## src/rtl/capture_pkg.sv

```systemverilog
// rtl/capture_pkg.sv - shared state encoding and sizes for the capture ring writer
package capture_pkg;

  typedef enum logic [1:0] {
    CAP_IDLE = 2'b00,
    CAP_RUN  = 2'b01,
    CAP_HDR  = 2'b10,
    CAP_STOP = 2'b11
  } cap_state_t;

  localparam int WORD_BYTES = 4;
  localparam int LEN_W      = 16;

endpackage

```

## src/rtl/capture_ring_ptr.sv

```systemverilog
// rtl/capture_ring_ptr.sv - ring pointer advance by one word with wrap to zero
module capture_ring_ptr
  import capture_pkg::*;
#(
  parameter int N = 32
) (
  input  logic [N-1:0] ptr,
  input  logic [N-1:0] buf_size,
  output logic [N-1:0] next_ptr
);

  logic [N-1:0] w_sum;

  assign w_sum    = ptr + N'(WORD_BYTES);
  assign next_ptr = (w_sum == buf_size) ? '0 : w_sum;

endmodule

```

## src/rtl/capture_writer.sv

```systemverilog
// rtl/capture_writer.sv - stream-to-Avalon-MM ring buffer writer
// Optional per-packet length header slot: CAPTURE_WRITER_HEADER_EN.
module capture_writer
  import capture_pkg::*;
#(
  parameter int N = 32
) (
  input  logic         clk,
  input  logic         reset,
  input  logic         enable,
  input  logic [N-1:0] base_addr,
  input  logic [N-1:0] buf_size,
  input  logic [N-1:0] st_data,
  input  logic         st_valid,
  output logic         st_ready,
  input  logic         st_sop,
  input  logic         st_eop,
  input  logic [1:0]   st_empty,
  output logic [N-1:0] avm_address,
  output logic         avm_write,
  output logic [N-1:0] avm_writedata,
  output logic [3:0]   avm_byteenable,
  input  logic         avm_waitrequest,
  output logic [1:0]   state,
  output logic         busy,
  output logic         done,
  output logic [N-1:0] wr_ptr,
  output logic [N-1:0] pkt_count
);

  cap_state_t   r_state, w_state_nxt;
  logic [N-1:0] r_wr_ptr, r_pkt_count, r_addr, r_data;
  logic [3:0]   r_be;
  logic         r_avm_write, r_in_pkt, r_out_eop;
  logic         w_start, w_can_load, w_accept, w_wr_done, w_commit, w_hold_in, w_stop_ok;
  logic [N-1:0] w_slot, w_ptr_adv;
  logic [3:0]   w_be;

`ifdef CAPTURE_WRITER_HEADER_EN
  logic [N-1:0]     r_hdr_ptr, w_ptr_skip;
  logic [LEN_W-1:0] r_len, w_len_base, w_len_nxt;
  logic [LEN_W:0]   w_len_sum;
  logic             r_hdr_pend, w_hdr_load;

  // The sop word skips one slot so the header can be back-filled once the length is known.
  capture_ring_ptr #(.N(N)) u_hdr_adv (.ptr(r_wr_ptr), .buf_size(buf_size), .next_ptr(w_ptr_skip));

  assign w_slot     = st_sop ? w_ptr_skip : r_wr_ptr;
  assign w_hold_in  = r_hdr_pend;
  assign w_hdr_load = (r_state == CAP_RUN) && r_hdr_pend && w_wr_done;
  assign w_commit   = (r_state == CAP_HDR) && w_wr_done;
  assign w_len_base = st_sop ? '0 : r_len;
  assign w_len_sum  = {1'b0, w_len_base} + (LEN_W+1)'(WORD_BYTES)
                      - (st_eop ? (LEN_W+1)'(st_empty) : '0);
  assign w_len_nxt  = w_len_sum[LEN_W] ? '1 : w_len_sum[LEN_W-1:0];
`else
  assign w_slot    = r_wr_ptr;
  assign w_hold_in = 1'b0;
  assign w_commit  = (r_state == CAP_RUN) && r_out_eop && w_wr_done;
`endif

  capture_ring_ptr #(.N(N)) u_data_adv (.ptr(w_slot), .buf_size(buf_size), .next_ptr(w_ptr_adv));

  assign w_be       = st_eop ? (4'hF >> st_empty) : 4'hF;
  assign w_can_load = !r_avm_write || !avm_waitrequest;
  assign w_wr_done  = r_avm_write && !avm_waitrequest;
  assign st_ready   = (r_state == CAP_RUN) && (enable || r_in_pkt) && !w_hold_in && w_can_load;
  assign w_accept   = st_valid && st_ready;
  assign w_start    = ((r_state == CAP_IDLE) || (r_state == CAP_STOP)) && enable && (buf_size != '0);
  // Stop only between packets once the last write has left the output register.
  assign w_stop_ok  = !enable && !r_in_pkt && !w_hold_in && (!r_avm_write || w_wr_done);

  always_ff @(posedge clk) begin
    if (!reset) r_state <= CAP_IDLE;
    else        r_state <= w_state_nxt;
  end

  always_comb begin
    w_state_nxt = r_state;
    case (r_state)
      CAP_IDLE, CAP_STOP: if (w_start) w_state_nxt = CAP_RUN;
      CAP_RUN: begin
        if (w_stop_ok) w_state_nxt = CAP_STOP;
`ifdef CAPTURE_WRITER_HEADER_EN
        if (w_hdr_load) w_state_nxt = CAP_HDR;
`endif
      end
      CAP_HDR: if (w_wr_done) w_state_nxt = enable ? CAP_RUN : CAP_STOP;
      default: w_state_nxt = r_state;
    endcase
  end

  always_ff @(posedge clk) begin
    if (!reset) begin
      r_wr_ptr    <= '0;
      r_pkt_count <= '0;
      r_addr      <= '0;
      r_data      <= '0;
      r_be        <= '0;
      r_avm_write <= 1'b0;
      r_in_pkt    <= 1'b0;
      r_out_eop   <= 1'b0;
    end else begin
      if (w_start) begin
        r_wr_ptr    <= '0;
        r_pkt_count <= '0;
        r_in_pkt    <= 1'b0;
      end
      if (w_accept) begin
        r_avm_write <= 1'b1;
        r_addr      <= base_addr + w_slot;
        r_data      <= st_data;
        r_be        <= w_be;
        r_wr_ptr    <= w_ptr_adv;
        r_in_pkt    <= (st_sop || r_in_pkt) && !st_eop;
        r_out_eop   <= st_eop;
      end
`ifdef CAPTURE_WRITER_HEADER_EN
      else if (w_hdr_load) begin
        r_avm_write <= 1'b1;
        r_addr      <= base_addr + r_hdr_ptr;
        r_data      <= {{(N-LEN_W){1'b0}}, r_len};
        r_be        <= 4'hF;
      end
`endif
      else if (w_wr_done) begin
        r_avm_write <= 1'b0;
      end
      if (w_commit) r_pkt_count <= r_pkt_count + 1'b1;
    end
  end

`ifdef CAPTURE_WRITER_HEADER_EN
  always_ff @(posedge clk) begin
    if (!reset) begin
      r_hdr_ptr  <= '0;
      r_len      <= '0;
      r_hdr_pend <= 1'b0;
    end else begin
      if (w_start) r_hdr_pend <= 1'b0;
      if (w_accept) begin
        r_len <= w_len_nxt;
        if (st_sop) r_hdr_ptr <= r_wr_ptr;
        if (st_eop) r_hdr_pend <= 1'b1;
      end else if (w_hdr_load) begin
        r_hdr_pend <= 1'b0;
      end
    end
  end
`endif

  assign avm_address    = r_addr;
  assign avm_write      = r_avm_write;
  assign avm_writedata  = r_data;
  assign avm_byteenable = r_be;
  assign state          = r_state;
  assign busy           = (r_state == CAP_RUN) || (r_state == CAP_HDR);
  assign done           = (r_state == CAP_STOP);
  assign wr_ptr         = r_wr_ptr;
  assign pkt_count      = r_pkt_count;

endmodule

```

## config.mk

```make
export PLATFORM = sky130hd
export DESIGN_NAME = capture_writer
export DESIGN_NICKNAME = d
export VERILOG_FILES = /design/src/rtl/capture_pkg.sv /design/src/rtl/capture_ring_ptr.sv /design/src/rtl/capture_writer.sv
export SDC_FILE = /design/constraint.sdc
export NUM_CORES = 1
export LEC_CHECK = 0
export CAP_MARGIN = 20
export CORE_MARGIN = 2
export CORE_UTILIZATION = 45
export CTS_CLUSTER_DIAMETER = 100
export CTS_CLUSTER_SIZE = 25
export DETAILED_ROUTE_END_ITERATION = 6
export PLACE_DENSITY = 0.75
export SLEW_MARGIN = 20
export SYNTH_ARGS = -nofsm -noshare
export SYNTH_HDL_FRONTEND = slang
export SYNTH_HIERARCHICAL = 1
export SYNTH_SLANG_ARGS = --single-unit
export TNS_END_PERCENT = 5
```

## constraint.sdc

```tcl
create_clock -name clk -period 4 [get_ports clk]
set_input_delay 1.2 -clock clk [delete_from_list [all_inputs] [get_ports clk]]
set_output_delay 1.2 -clock clk [all_outputs]
set_load 0.01 [all_outputs]
```

==> out/qor.txt <==
Slew Viols, Final = 0
Pre-CTS WS = -0.00197 ns
Nets = 1532
Avg Vias per Cell = 5.64
Sw Pwr = 1.13 mW
Unrepaired setup endpoints after global routing = false
Worst setup SP type = primary input
Root Buffer = clkbuf_16
Die area = 21400 um^2
Worst-path maximum fanout = 3
First-pass GRT wire length = 45.0 mm
Slew @ Worst Pin = 0.664 ns
DR top layer = met4
Core ar. = 20000 um^2
Pin count of the biggest net entering global routing = 75
DR WL met2 = 13.6 mm
Synthesis-stage register bit count = 137
Row count = 52
Share of cells above drive strength 1 = 8.77%
Crit. End Element = primary output
Initial drt markers = 572
Number of gates resized after CTS = 0
Drt drc = 0
End of the worst hold path = avm_writedata[25]
Die X = 146 um
Tot Pwr = 3.95 mW
Wire length on met1 = 12.6 mm
Diode count = 0
Int Pwr = 2.83 mW
CTS buffer count = 17
Total Routing Usage GR = 25.7%
Capture point of the worst reg-to-reg path = wr_ptr[21]
Comb power frac = 23.0%
Worst Path Buf+Inv = 2
# hold bufs at CTS = 0
YS warnings = 6
Worst-skew pair later-pin latency = 0.42 ns
Status = complete, no violations
P&R area growth vs syn = 36.6%
Layout fillers = 1866
DRT Wirelength = 28.3 mm
Crit path arrival time = 2.69 ns
Commonest non-fill, non-tap cells in the layout = clkdlybuf4s50_1 (241), nand2_1 (183), dfxtp_1 (137)
Pwr Density = 317 nW/um^2
Clock slew at reported path FFs = 0.05 ns
Cell count after synthesis = 1165
Via count = 9426
Cell count after placement = 1641
FF-to-FF setup slack = 0.45 ns
Share of total power in the clock network = 39.3%
Final period utilization = 97.3%
Design area = 12500 um^2
Initial Util = 45.5%
Worst Hold Class = register to register
FMAX = 257 MHz
WP data required = 2.80 ns
Vias in the first global route = 8869
Non-Filler Instances = 1672
Worst VDD drop = 0.170 mV
Leak = 4.66 nW
Reg2reg start = wr_ptr[8]
Synthesized area per cell = 7.83 um^2
Post-synth EDFFs = 0
WS Path Type = primary input to primary output
Count of final setup violators = 0
Max Cap Viol = 0
Routability cong. = 0.947
Detail Placement HPWL = 21.2 mm
Met3 wire length = 1.56 mm
Post-CTS setup buffers = 0
Hold Violations, Final = 0
Hold Path Depth = 2
Most common cell after layout, fill and taps aside = clkdlybuf4s50_1
Avg WL per Cell = 16.9 um
CP dominant cell by count = clkdlybuf4s50_1
Sw Ratio = 28.5%
Sink Count = 137
Part of the power in registers = 37.7%
Final setup margin = 0.109 ns
H-tree depth = 4
Die Y = 146 um
CP max stage cell = clkdlybuf4s50_1
CTS tree = yes
Top Ports = 243
Mapped cell area = 9120 um^2
Initial antenna violation count = 0
DRT Pass-1 Iters = 5
CP cell instances = clkdlybuf4s50_1 > or2_2 > and3_1 > clkdlybuf4s50_1
Worst path max stage delay = 0.50 ns
Placed cell area = 11900 um^2
Clock buffer depth = 2
Synth Flop Type = dfxtp_1
Count of input and output buffers = 242
Min Clock Period, post-route = 3.89 ns
Top delay family on crit path = buffers and inverters
Hold wc startpoint = avm_writedata[25]
Share of async-settable or async-resettable flops after synthesis = 0%
Post-DRT Antenna Nets = 0
Syn Nets = 1307
Grt total ovfl = 0
Distinct cells, synth = 80
Normalized max-slew margin = 55.7%
Worst Skew = 0.00862 ns
Register-to-Register Path Depth = 11
Sequential-to-total area share from yosys stat = 30.1%
-- final cells by class --
class | instances | area, um^2 | area share (%)
clock buffer | 24 | 482 | 3.87
clock inverter | 7 | 91.3 | 0.733
sequential | 137 | 2740 | 22.0
tap | 270 | 338 | 2.71
multi-input combinational | 939 | 6000 | 48.2
inverter | 16 | 60.1 | 0.482
timing repair buffer | 279 | 2740 | 22.0
-- power by group through the flow --
stage	clock (mW)	combinational, mW	sequential (mW)
after floorplan	0	0.415	1.55
after global placement	0	0.894	1.51
after detailed placement	0	0.902	1.52
after CTS	1.57	0.906	1.49
after global routing	1.63	0.983	1.50
final	1.55	0.910	1.49
-- flip-flops by register name, summed over array words and instances (netlist names), 2 cells and up --
name,count
avm_address,32
pkt_count,32
wr_ptr,32
avm_writedata,32
avm_byteenable,4
state,2
-- worst min-delay path: stages (launching register included) --
cell      delay (ns)
dfxtp_1         0.30
nand2_1         0.04
a21boi_0        0.06
-- cells in the mapped netlist, drive strengths merged (7+ instances only) --
cell | n | area, um^2
nand4 | 28 | 194
a211oi | 7 | 52.6
ha | 36 | 450
a31oi | 12 | 81.3
mux2i | 8 | 80.1
or3 | 8 | 50.1
nor3 | 15 | 96.4
dfxtp | 137 | 2740
nand2 | 184 | 691
nand3 | 92 | 465
clkbuf | 57 | 214
xor2 | 34 | 298
o211ai | 12 | 90.1
xnor2 | 45 | 394
buf | 16 | 105
a21o | 18 | 135
a21oi | 46 | 230
or2 | 9 | 58.8
nor2 | 66 | 325
nor2b | 13 | 86.3
a21boi | 82 | 616
o31ai | 7 | 52.6
o21ai | 59 | 299
and3 | 25 | 156
and2 | 36 | 225
o21a | 10 | 75.1
nor4 | 22 | 163
inv | 16 | 60.1
-- logic make-up after synthesis --
logic type	synth area share [%]
and+or+nand+nor	30.2
AOI/OAI and AO/OA	21.4
DFF	30.1
buffers and inverters	4.16
xor gates and xnor gates	8.10
adders and majority gates	5.16
muxes	0.878
-- worst max-delay path by stage --
stage	slack, ns	start	depth (start not counted)	endpoint
after global routing	0.08	enable	4	st_ready
after CTS	0.13	enable	4	st_ready
after floorplan	0.46	base_addr[0]	10	avm_address[12]
after detailed placement	-0.002	base_addr[0]	13	avm_address[26]
after global placement	-0.003	base_addr[0]	13	avm_address[26]
final	0.11	enable	4	st_ready
-- through the flow --
stage,TNS (ns),hold WS (ns),util (%)
6_report,0,0.459,62.1
5_1_grt,0,0.477,62.1
4_1_cts,0,0.463,62.1
3_5_place_dp,-0.00197,0.455,59.3
3_3_place_gp,-0.00335,0.449,59.3
2_1_floorplan,0,0.444,-
-- routing by layer --
metal | vias to the layer above | GRT usage, %
met1 | 4467 | 33.4
met3 | 37 | 4.41
met5 | - | 0
met2 | 309 | 43.7
met4 | 0 | 7.96
li1 | 4613 | -
Power figures use the tool's default switching activity.
